## config.mk

```make
export PLATFORM = sky130hd
export DESIGN_NAME = pwm_bank
export DESIGN_NICKNAME = d
export VERILOG_FILES = /design/src/rtl/pwm_pkg.sv /design/src/rtl/pwm_timebase.sv /design/src/rtl/pwm_bank.sv
export SDC_FILE = /design/constraint.sdc
export NUM_CORES = 1
export LEC_CHECK = 0
export CAP_MARGIN = 20
export CELL_PAD_IN_SITES_DETAIL_PLACEMENT = 1
export CELL_PAD_IN_SITES_GLOBAL_PLACEMENT = 2
export CORE_AREA = 2 2 203 205
export CTS_CLUSTER_SIZE = 30
export DETAILED_ROUTE_END_ITERATION = 10
export DIE_AREA = 0 0 205 207
export PLACE_DENSITY = 0.83
export SYNTH_ARGS = -nofsm -noshare
export SYNTH_HDL_FRONTEND = slang
export SYNTH_HIERARCHICAL = 1
export SYNTH_SLANG_ARGS = --single-unit
```

## constraint.sdc

```tcl
create_clock -name clk -period 3.8 [get_ports clk]
set_input_delay 0.76 -clock clk [delete_from_list [all_inputs] [get_ports clk]]
set_output_delay 0.76 -clock clk [all_outputs]
set_load 0.01 [all_outputs]
```

## src/rtl/pwm_pkg.sv

```systemverilog
// Register map and CTRL bit positions shared by the PWM bank and its timebase.
package pwm_pkg;

    localparam logic [5:0] ADDR_CTRL     = 6'h00;
    localparam logic [5:0] ADDR_PRESCALE = 6'h01;
    localparam logic [5:0] ADDR_OUT_EN   = 6'h04;
    localparam logic [5:0] ADDR_PWM_EN   = 6'h08;
    localparam logic [5:0] ADDR_POL      = 6'h0C;
    localparam logic [5:0] ADDR_DUTY     = 6'h20;

    localparam int CTRL_EN_BIT     = 0;
    localparam int CTRL_CENTER_BIT = 1;

    typedef enum logic {
        DIR_UP   = 1'b0,
        DIR_DOWN = 1'b1
    } dir_e;

endpackage

```

## src/rtl/pwm_timebase.sv

```systemverilog
// Prescaler and edge/centre-aligned PWM counter; flags the cycle on which a period begins.
// state    | meaning
// DIR_UP   | counting 0..MAX (the only state used in edge mode)
// DIR_DOWN | centre mode falling half, MAX-1 down to 1
module pwm_timebase
    import pwm_pkg::*;
#(
    parameter int RES = 8
) (
    input  logic           clk,
    input  logic           rst_n,
    input  logic           en,
    input  logic           center,
    input  logic           restart,
    input  logic [7:0]     prescale,
    output logic [RES-1:0] cnt,
    output logic           tick,
    output logic           period_begin
);

    localparam logic [RES-1:0] MAX = '1;
    localparam logic [RES-1:0] ONE = RES'(1);

    dir_e           dir_q, dir_d;
    logic [7:0]     presc_q, presc_d;
    logic [RES-1:0] cnt_q, cnt_d;
    logic           wrap;

    always_ff @(posedge clk or negedge rst_n) begin
        if (!rst_n) begin
            dir_q   <= DIR_UP;
            presc_q <= '0;
            cnt_q   <= '0;
        end else begin
            dir_q   <= dir_d;
            presc_q <= presc_d;
            cnt_q   <= cnt_d;
        end
    end

    always_comb begin
        dir_d   = dir_q;
        presc_d = presc_q;
        cnt_d   = cnt_q;
        wrap    = 1'b0;
        tick    = en && !restart && (presc_q >= prescale);
        if (restart || !en) begin
            dir_d   = DIR_UP;
            presc_d = '0;
            cnt_d   = '0;
        end else if (tick) begin
            presc_d = '0;
            if (!center) begin
                dir_d = DIR_UP;
                wrap  = (cnt_q == MAX);
                cnt_d = cnt_q + ONE;
            end else begin
                case (dir_q)
                    DIR_UP: begin
                        if (cnt_q == MAX) begin
                            dir_d = DIR_DOWN;
                            cnt_d = MAX - ONE;
                        end else begin
                            cnt_d = cnt_q + ONE;
                        end
                    end
                    DIR_DOWN: begin
                        cnt_d = cnt_q - ONE;
                        if (cnt_q == ONE) begin
                            dir_d = DIR_UP;
                            wrap  = 1'b1;
                        end
                    end
                    default: dir_d = DIR_UP;
                endcase
            end
        end else begin
            presc_d = presc_q + 8'd1;
        end
        // restart already implies the bank is (being) enabled
        period_begin = restart || wrap;
    end

    assign cnt = cnt_q;

endmodule

```

## src/rtl/pwm_bank.sv

```systemverilog
// Multi-channel PWM bank: byte-wide register file, shared timebase, and per-channel
// double-buffered duty compare with output enable / static-high / polarity control.
module pwm_bank
    import pwm_pkg::*;
#(
    parameter int NUM_CH = 16,
    parameter int RES    = 8
) (
    input  logic              clk,
    input  logic              rst_n,
    input  logic              wr_en,
    input  logic [5:0]        wr_addr,
    input  logic [7:0]        wr_data,
    output logic [NUM_CH-1:0] pwm_out,
    output logic              period_start
);

    localparam int             NBYTES = NUM_CH / 8;
    localparam logic [RES-1:0] MAX    = '1;

    logic              en_q, en_d;
    logic              center_q, center_d;
    logic [7:0]        presc_q, presc_d;
    logic [NUM_CH-1:0] out_en_q, out_en_d;
    logic [NUM_CH-1:0] pwm_en_q, pwm_en_d;
    logic [NUM_CH-1:0] pol_q, pol_d;
    logic              period_start_q;
    logic              wr_ctrl, wr_presc, restart;
    logic [RES-1:0]    cnt;
    logic              unused_tick;
    logic              period_begin;

    always_comb begin
        wr_ctrl  = wr_en && (wr_addr == ADDR_CTRL);
        wr_presc = wr_en && (wr_addr == ADDR_PRESCALE);
        en_d     = wr_ctrl ? wr_data[CTRL_EN_BIT] : en_q;
        center_d = wr_ctrl ? wr_data[CTRL_CENTER_BIT] : center_q;
        presc_d  = wr_presc ? wr_data : presc_q;
        out_en_d = out_en_q;
        pwm_en_d = pwm_en_q;
        pol_d    = pol_q;
        for (int k = 0; k < NBYTES; k++) begin
            if (wr_en && (wr_addr == ADDR_OUT_EN + 6'(k))) out_en_d[8*k +: 8] = wr_data;
            if (wr_en && (wr_addr == ADDR_PWM_EN + 6'(k))) pwm_en_d[8*k +: 8] = wr_data;
            if (wr_en && (wr_addr == ADDR_POL + 6'(k)))    pol_d[8*k +: 8]    = wr_data;
        end
        // Any CTRL/PRESCALE write that leaves the bank enabled re-aligns the period;
        // this also covers the EN 0->1 case.
        restart = (wr_ctrl || wr_presc) && en_d;
    end

    always_ff @(posedge clk or negedge rst_n) begin
        if (!rst_n) begin
            en_q           <= 1'b0;
            center_q       <= 1'b0;
            presc_q        <= '0;
            out_en_q       <= '0;
            pwm_en_q       <= '0;
            pol_q          <= '0;
            period_start_q <= 1'b0;
        end else begin
            en_q           <= en_d;
            center_q       <= center_d;
            presc_q        <= presc_d;
            out_en_q       <= out_en_d;
            pwm_en_q       <= pwm_en_d;
            pol_q          <= pol_d;
            period_start_q <= period_begin;
        end
    end

    pwm_timebase #(
        .RES(RES)
    ) u_timebase (
        .clk         (clk),
        .rst_n       (rst_n),
        .en          (en_d),
        .center      (center_q),
        .restart     (restart),
        .prescale    (presc_q),
        .cnt         (cnt),
        .tick        (unused_tick),
        .period_begin(period_begin)
    );

    for (genvar i = 0; i < NUM_CH; i++) begin : g_ch
        logic [RES-1:0] shadow_q, active_q;
        logic           raw, out_d, out_q;

        assign raw   = en_q && ((active_q == MAX) || (cnt < active_q));
        assign out_d = out_en_q[i] && (!pwm_en_q[i] || (raw ^ pol_q[i]));

        always_ff @(posedge clk or negedge rst_n) begin
            if (!rst_n) begin
                shadow_q <= '0;
                active_q <= '0;
                out_q    <= 1'b0;
            end else begin
                if (wr_en && (wr_addr == ADDR_DUTY + 6'(i))) shadow_q <= wr_data[RES-1:0];
                // Reload sees the pre-write shadow, so a same-cycle write waits a period
                if (period_begin) active_q <= shadow_q;
                out_q <= out_d;
            end
        end

        assign pwm_out[i] = out_q;
    end

    assign period_start = period_start_q;

endmodule

```

**After elaboration in Yosys (flattened, before gate mapping)**

Cells that the tools add are included.

- Register bits: 348
- Logic and storage cells: 272

- Add/sub/neg operators: 3
- $lt $le $gt $ge: 17
- Equality and inequality tests: 41
- Mux-type cells: 19
- Bitwise logic cells: 17
- Reductions and logical operators: 114

Operators by type and width:

| kind | number |
|---|---|
| 8-bit == test, second input constant | 17 |
| 8-bit less-than comparator | 16 |
| 6-bit == test, second input constant | 16 |
| 1-bit logical AND | 59 |
| 8-bit two-way mux | 6 |
| 1-bit logical OR | 35 |
| 6-bit by 4-bit == test with 1-bit output, second input constant | 4 |
| 1-bit zero test | 18 |
| 8-bit by 1-bit adder with 8-bit output, second input constant | 2 |
| 8-bit case mux with 2 select lines | 1 |
| 1-bit bitwise XOR | 16 |
| 6-bit by 3-bit == test with 1-bit output, second input constant | 2 |
| 1-bit two-way mux | 11 |
| 8-bit by 1-bit == test with 1-bit output, second input constant | 1 |
| 8-bit >= comparator | 1 |
| 8-bit by 1-bit subtractor with 8-bit output, second input constant | 1 |
| 6-bit by 1-bit == test with 1-bit output, second input constant | 1 |
| 6-bit zero test | 1 |
| 1-bit case mux with 2 select lines | 1 |
| 2-bit nonzero test | 1 |
| 1-bit NOT | 1 |

**Logic depth before layout (Yosys ltp)**

Gate-level depths: netlist of the first run.

- Depth after elaboration: 10
- Depth in mapped cells: 12

**Hierarchy**

Netlist of the first run, hierarchy kept.

By module, submodules not included:

| module | instances | cells each | area each (µm²) | sequential area each (µm²) |
|---|---|---|---|---|
| pwm_bank | 1 | 1,364 | 15,681.3 | 8,282.9 |
| pwm_timebase | 1 | 168 | 1,378.8 | 425.4 |

**Worst setup path before layout of the first run**

Ideal clock, no wire load.

- Path type: input-to-reg
- From: input port wr_addr[4]
- To: register g_ch[10].active_q[0]
- Setup time: 0.125 ns
- Arrival: 2.888 ns
- Setup slack: 0.787 ns
- Stages: 8
- Cell sequence: or3b_1 -> nor2_1 -> nand2_1 -> o21ai_0 -> a31o_1 -> clkbuf_1 -> clkbuf_1 -> mux2_2

- Longest elaborated chain between the ends: 10
- Elaborated cells on any way between the ends: 15

RTL lines:

| item | line | source |
|---|---|---|
| start: declaration | pwm_bank.sv:12 | `input logic [5:0] wr_addr,` |
| 6-bit by 1-bit == test with 1-bit output / 6-bit zero test (equally long branches) | pwm_bank.sv:35, pwm_bank.sv:34 |  |
| 1-bit logical AND (on tied branches) | pwm_bank.sv:35, pwm_bank.sv:34 |  |
| 1-bit logical OR / 1-bit two-way mux (equally long branches) | pwm_bank.sv:49, pwm_bank.sv:36 |  |
| 1-bit logical AND * | pwm_bank.sv:49 | `restart = (wr_ctrl \|\| wr_presc) && en_d;` |
| net restart | pwm_bank.sv:28 | `logic wr_ctrl, wr_presc, restart;` |
| 1-bit zero test | pwm_timebase.sv:46 | `tick = en && !restart && (presc_q >= prescale);` |
| 1-bit logical AND (2 in series) | pwm_timebase.sv:46 |  |
| 1-bit two-way mux | pwm_timebase.sv:51 | `end else if (tick) begin` |
| 1-bit two-way mux | pwm_timebase.sv:47 | `if (restart \|\| !en) begin` |
| 1-bit logical OR * | pwm_timebase.sv:81 | `period_begin = restart \|\| wrap;` |
| net period_begin | pwm_bank.sv:31 | `logic period_begin;` |
| end signal: assignment | pwm_bank.sv:101 | `if (period_begin) active_q <= shadow_q;` |
| end: declaration | pwm_bank.sv:87 | `logic [RES-1:0] shadow_q, active_q;` |

The timed path passes the listed nets; every way through them passes the cells marked *.
A chain may end at the register's enable or synchronous reset.

**Final worst setup path of the first run**

- From: input port wr_addr[4]
- To: register g_ch[5].active_q[7]

- Longest elaborated chain between the ends: 10
- Elaborated cells on any way between the ends: 15

RTL lines:

| item | line |
|---|---|
| 6-bit by 1-bit == test with 1-bit output / 6-bit zero test (equally long branches) | pwm_bank.sv:35, pwm_bank.sv:34 |
| 1-bit logical AND (on tied branches) | pwm_bank.sv:35, pwm_bank.sv:34 |
| 1-bit logical OR / 1-bit two-way mux (equally long branches) | pwm_bank.sv:49, pwm_bank.sv:36 |
| 1-bit logical AND * | pwm_bank.sv:49 |
| net restart | pwm_bank.sv:28 |
| 1-bit zero test | pwm_timebase.sv:46 |
| 1-bit logical AND (2 in series) | pwm_timebase.sv:46 |
| 1-bit two-way mux | pwm_timebase.sv:51 |
| 1-bit two-way mux | pwm_timebase.sv:47 |
| 1-bit logical OR * | pwm_timebase.sv:81 |
| net period_begin | pwm_bank.sv:31 |
| end signal: assignment | pwm_bank.sv:101 |
| end: declaration | pwm_bank.sv:87 |

Marks and branches as above.

==> impl_results.md, run 1 <==
* CTS tree: built
* Maximum vdd drop at between 0.2 and 0.3 mV
* Crit path from: wr_addr[4]
* Yosys warns at 6
* Buffer levels on the longest clock path at 3
* Fin. Hold Viols at 0
* Synth Instances at 1,531
* RePlAce Congestion at between 0.7 and 0.8
* Pwr Total at 9.25 mW
* Vias per cell at about 5.6
* Util after Layout at a little under half
* Worst EP arrival at around 3.4 ns
* Clk Latency, worst-skew pair at between 0.5 and 0.6 ns
* RSZ-0062 raised after global routing: false
* Fin crit share at about three quarters
* Layout area overhead at 12.8%
* Cell Rows at 74
* Post-CTS Hold Buffers at 0
* Final HPWL DP at about 29 mm
* Post-Syn Nets at approximately 1,700
* Root buf cell: clkbuf_16
* Crit-path max cell delay at just under 0.5 ns
* First-pass iteration count of the detailed router at 4
* H-tree levels at 2
* Max_cap viols at 0
* R2r startpoint: u_timebase/cnt[0]
* Mapped Area at between 0.015 and 0.02 sq mm
* Crit path max fanout at 20
* Final ANT Viol Nets at 0
* IO Port Bufs at 33
* Final #Nets at 1,711
* Critical Path Source Type: input port
* Pin count of the biggest net entering global routing at roughly 110
* Core box area at 0.0404 sq mm
* RR Endpoint: g_ch[5].active_q[7]
* Max Slew Vio Count at 0
* Worst-path clk slew at 0.06 ns
* GR Util All Layers at 22.4%
* Postcts setup bufs at 0
* Routed WL at between 40 and 50 mm
* First-pass GRT wire length at 73.1 mm
* Iter 0 DRT Violations at roughly 700
* Post-CTS Resized at 0
* DRT met1 WL at 20.8 mm
* Final TNS setup at 0 ns
* Share of layout cells above drive strength 1 at a little over a fifth
* Final min period at around 2.9 ns
* Top Ports at 34
* Syn_area_per_cell at between 10 and 15 sq um
* Status: finished clean
* Relative slew slack at between 30% and 40%
* Clock Sinks at between 300 and 400
* Gr ovfl total at 0
* Total CTS buffers at 40
* Fmax at ~0.34 GHz
* Final setup viols at 0
* Via count at 11,800
* Worst Max-Slew Pin Slew at roughly 1 ns
* Most frequent cells in the layout: dfrtp_1, mux2_2, nand2_1, inv_1, o21ai_0
* Req. time, crit path at approximately 4.3 ns
* Kind of end point of the critical path: flop
* FF-to-FF path depth at 8
* Die W at ~200 um
* Top sig layer: met4
* Pwr Density at roughly 480 mW/mm^2
* Worst Hold Class: input port to asynchronous set/reset pin
* # diodes at 0
* Hold WS at roughly 0.24 ns
* Met2 routed WL at between 20 and 25 mm
* CP max stage cell: or3b_1
* Leakage at 9.34 nW
* Die area at ~0.042 sq mm
* DR DRC count at 0
* Non-Filler Cell Area, Final at roughly 0.019 sq mm
* Skew final at around 0.018 ns
* Commonest non-fill, non-tap cell in the layout: dfrtp_1
* Die Ht at 207 um
* Met3 WL at between 1.5 and 2 mm
* Initial core utilization at between 40% and 50%
* Initial antenna violation count at 1
* Crit Path Category: input port to flop
* CP cell instances: clkdlybuf4s50_1 -> or3b_1 -> nor2_1 -> nand2_1 -> o21ai_0 -> a31o_4 -> buf_12 -> buf_4 -> nand2_1 -> o21ai_0
* Reg2Reg Setup Slack at roughly 0.96 ns
* Per-cell routed wire length at approximately 21 um
* Post-place instance area at about 0.018 sq mm
* Vias in the first global route at 13,000
==> report_power, final <==
part,total [mW],switching (mW),internal (mW)
Sequential,4.45,0.263,4.19
Combinational,1.20,0.652,0.544
Clock,3.61,1.55,2.05
Total,9.25,2.47,6.79
==> through the flow <==
step / cells / setup slack, ns
CTS: 2126 / 0.965
global route: 2126 / 0.698
global placement: 2060 / 0.467
finish: 2126 / 0.891
detailed placement: 2060 / 0.400
floorplan: 1531 / 0.787
==> how the worst max path moves through the flow <==
stage	slack (ns)	cells after the start	endpoint
final	0.89	10	g_ch[5].active_q[7]
after global routing	0.70	10	g_ch[5].active_q[7]
after CTS	0.97	10	g_ch[5].active_q[7]
after detailed placement	0.40	10	g_ch[0].active_q[6]
after global placement	0.47	8	g_ch[11].active_q[0]
after floorplan	0.79	8	g_ch[10].active_q[0]
==> registers in the layout, summed over array words and instances, names as in the netlist <==
name,cells
u_timebase/dir_q,1
g_ch.shadow_q,128
center_q,1
g_ch.active_q,128
presc_q,8
pwm_en_q,16
pol_q,16
g_ch.out_q,16
period_start,1
en_q,1
out_en_q,16
u_timebase/cnt,8
u_timebase/presc_q,8
==> worst max-delay path, delay by kind of cell <==
kind | cells | cell delay, ns
AND/OR/NAND/NOR | 4 | 0.96
buffers and inverters | 3 | 0.88
AO/OA/AOI/OAI | 3 | 0.75
==> area by class of cell <==
cell class              instances  area, sq um
clock buffers                  55         1120
clock inverters                11         88.8
fillers                      4356        21100
inverters                     141          529
multi-input cells             964         7440
flip-flops and latches        348         8710
well taps                     532          666
repair buffers                 75          693
==> layer usage <==
metal	global-route usage, %	vias up
met3	3.84	73
met5	0	-
li1	-	5460
met1	30.0	6138
met2	37.0	176
met4	6.85	0
No activity file was read; power rests on OpenSTA's default activity.
==> run 2: changes to the inputs <==
==> constraint.sdc (replaced) <==
create_clock -name clk -period 2.8 [get_ports clk]
set_input_delay 0.56 -clock clk [delete_from_list [all_inputs] [get_ports clk]]
set_output_delay 0.56 -clock clk [all_outputs]
set_load 0.01 [all_outputs]
==> run 2 against run 1 <==
  * Core utilization increased by 1.3 points
  * Highest routed layer unchanged
  * Hold slack better by 0.21 ns
  * Register-to-register slack worse by 0.73 ns
  * Combinational power rose by 38%
  * Setup slack lost 0.66 ns
  * Cell area is 2.8% higher
==> impl_results.md, run 2 (synthesis gave the netlist of run 1 again) <==
* Maximum vdd drop at 0.352 mV (+22%)
* GR Util All Layers at 22.3% (-0.063 points)
* Clk Latency, worst-skew pair at 0.57 ns (about the same)
* Top Ports at 34 (unchanged)
* RSZ-0062 raised after global routing: false
* Total CTS buffers at 40 (unchanged)
* Worst Max-Slew Pin Slew at 0.636 ns (-0.339 ns)
* Most frequent cells in the layout: dfrtp_1, mux2_2, nand2_1, inv_1, o21ai_0
* Internal at 9.70 mW (+43%)
* Gr ovfl total at 0 (unchanged)
* Postcts setup bufs at 0 (unchanged)
* Cell Rows at 74 (unchanged)
* Leakage at 9.61 nW (+3.0%)
* Final TNS setup at 0 ns (unchanged)
* Worst EP arrival at 2.99 ns (-0.38 ns)
* Pin count of the biggest net entering global routing at 95 (-15%)
* Critical Path Source Type: flop
* Buffer levels on the longest clock path at 3 (unchanged)
* Switch share at 25.8% (-0.84 points)
* Kind of end point of the critical path: flop
* Vias in the first global route at 13,000 (+0.58%)
* Clock power share at 41.1% (+2.1 points)
* Crit Path Category: flop to flop
* CTS tree: built
* Req. time, crit path at 3.22 ns (-1.04 ns)
* Iter 0 DRT Violations at 569 (-18%)
* Hold WS at 0.445 ns (+0.206 ns)
* Worst Hold Class: flop to flop
* Max Slew Vio Count at 0 (unchanged)
* Pwr Total at 13.1 mW (+41%)
* Util after Layout at 49.0% (+1.3 points)
* Final setup viols at 0 (unchanged)
* Share of layout cells above drive strength 1 at 23.1% (+1.7 points)
* Initial core utilization at 42.3% (unchanged)
* Final #Nets at 1,750 (+2.3%)
* Layout Cells excl Fill at 2,168 (+2.0%)
* Fin. Hold Viols at 0 (unchanged)
* Final HPWL DP at 29.2 mm (+2.4%)
* First-pass GRT wire length at 72.9 mm (-0.30%)
* Clock Sinks at 348 (unchanged)
* Biggest regs: g_ch.active_q: 128 flops, g_ch.shadow_q: 128 flops
* Max_cap viols at 0 (unchanged)
* Crit path max fanout at 37 (+85%)
* Commonest non-fill, non-tap cell in the layout: dfrtp_1
* Via count at 12,000 (+1.1%)
* Relative slew slack at 57.0% (+22 points)
* Fmax at roughly 0.39 GHz
* Die W at 205 um (unchanged)
* DR DRC count at 0 (unchanged)
* Core box area at 0.0404 sq mm (unchanged)
* Per-cell routed wire length at 21.0 um (-1.6%)
* Pwr Density at 661 mW/mm^2 (+37%)
* Final min period at about 2.6 ns
* Inst Count DP at 2,098 (+1.8%)
* Final ANT Viol Nets at 0 (unchanged)
* Layout area overhead at 16.0%
* First-pass iteration count of the detailed router at 5 (+1)
* Initial antenna violation count at 0 (-1)
* Skew final at 0.0208 ns (+0.00321 ns)
* IO Port Bufs at 33 (unchanged)
* Die Ht at 207 um (unchanged)
* Root buf cell: clkbuf_16
* RePlAce Congestion at 0.848 (+9.2%)
* Comb power frac at 12.7% (-0.2 points)
* Worst-path clk slew at 0.06 ns (about the same)
* H-tree levels at 2 (unchanged)
* Routed WL at 45.5 mm (+0.38%)
* Die area at 0.0424 sq mm (unchanged)
* Net Sw Power at 3.38 mW (+37%)
* Status: finished clean
* Share of power burned in registers at 46.3% (-1.8 points)
* Fin crit share at around nine tenths
* Vias per cell at 5.53 (-0.83%)
* # diodes at 0 (unchanged)
-- run 2: cell count changes in the layout (fill, tap and decap cells not counted), moves of 2 or more --
cell             change
buf_4               +31
buf_12               +7
buf_2                -4
clkdlybuf4s50_1      +4
clkinv_2             -4
bufinv_16            +3
clkbuf_8             +3
clkbuf_16            +2
clkinv_8             -2
-- run 2: cell type report --
| cell class | count | area (sq um) |
|---|---|---|
| Sequential cell | 348 | 8710 |
| Fill cell | 4308 | 20600 |
| Timing Repair Buffer | 114 | 1100 |
| Multi-Input combinational cell | 964 | 7440 |
| Tap cell | 532 | 666 |
| Clock inverter | 9 | 135 |
| Inverter | 141 | 529 |
| Clock buffer | 60 | 1210 |
-- run 2: through the flow --
| step | setup WS, ns | area, sq um |
|---|---|---|
| after floorplan | 0.00948 | 17100 |
| after global placement | -0.0969 | 18400 |
| after detailed placement | -0.229 | 18400 |
| after CTS | 0.194 | 19800 |
| after global routing | 0.126 | 19800 |
| final | 0.233 | 19800 |
-- run 2: what timing repair did --
action,4_1_cts,5_1_grt
hold buffers,1,0
hold endpoints to repair,25,0
endpoints found under the setup margin,0,1
resized for setup,0,1
-- run 2: path summary, 6_finish.rpt --
check,from,end,slack [ns],cells past startpoint
worst max-delay path,u_timebase/presc_q[7],g_ch[13].active_q[6],0.23,9
worst min-delay path,pwm_en_q[5],g_ch[5].out_q,0.44,1
worst max register to register,u_timebase/presc_q[7],g_ch[13].active_q[6],0.23,9
worst min register to register,pwm_en_q[5],g_ch[5].out_q,0.44,1
max in group asynchronous,rst_n,g_ch[8].out_q,1.56,3
min in group asynchronous,rst_n,period_start,0.45,2
-- run 2: per-layer routing --
metal  GRT usage (%)  wire length, um  part of all wire [%]
met5               0                0                     0
met4            7.05             1130                   2.5
met3            3.30             1570                   3.4
met2            36.9            21700                    48
met1            30.2            21100                    46
-- run 2: power by group through the flow --
stage,clock network [mW],registers [mW],logic [mW]
3_5_place_dp,0,6.13,1.66
3_3_place_gp,0,6.09,1.58
5_1_grt,5.70,6.14,1.87
6_report,5.37,6.05,1.66
4_1_cts,5.50,6.05,1.68
2_1_floorplan,0,6.01,1.12
-- run 2: critical path: stages (launching register included) --
cell	delay [ns]
dfrtp_1	0.39
ha_1	0.32
and2_1	0.18
a221oi_1	0.39
o21ai_1	0.27
a31o_4	0.32
buf_12	0.17
buf_12	0.17
nand2_1	0.09
o21ai_0	0.10
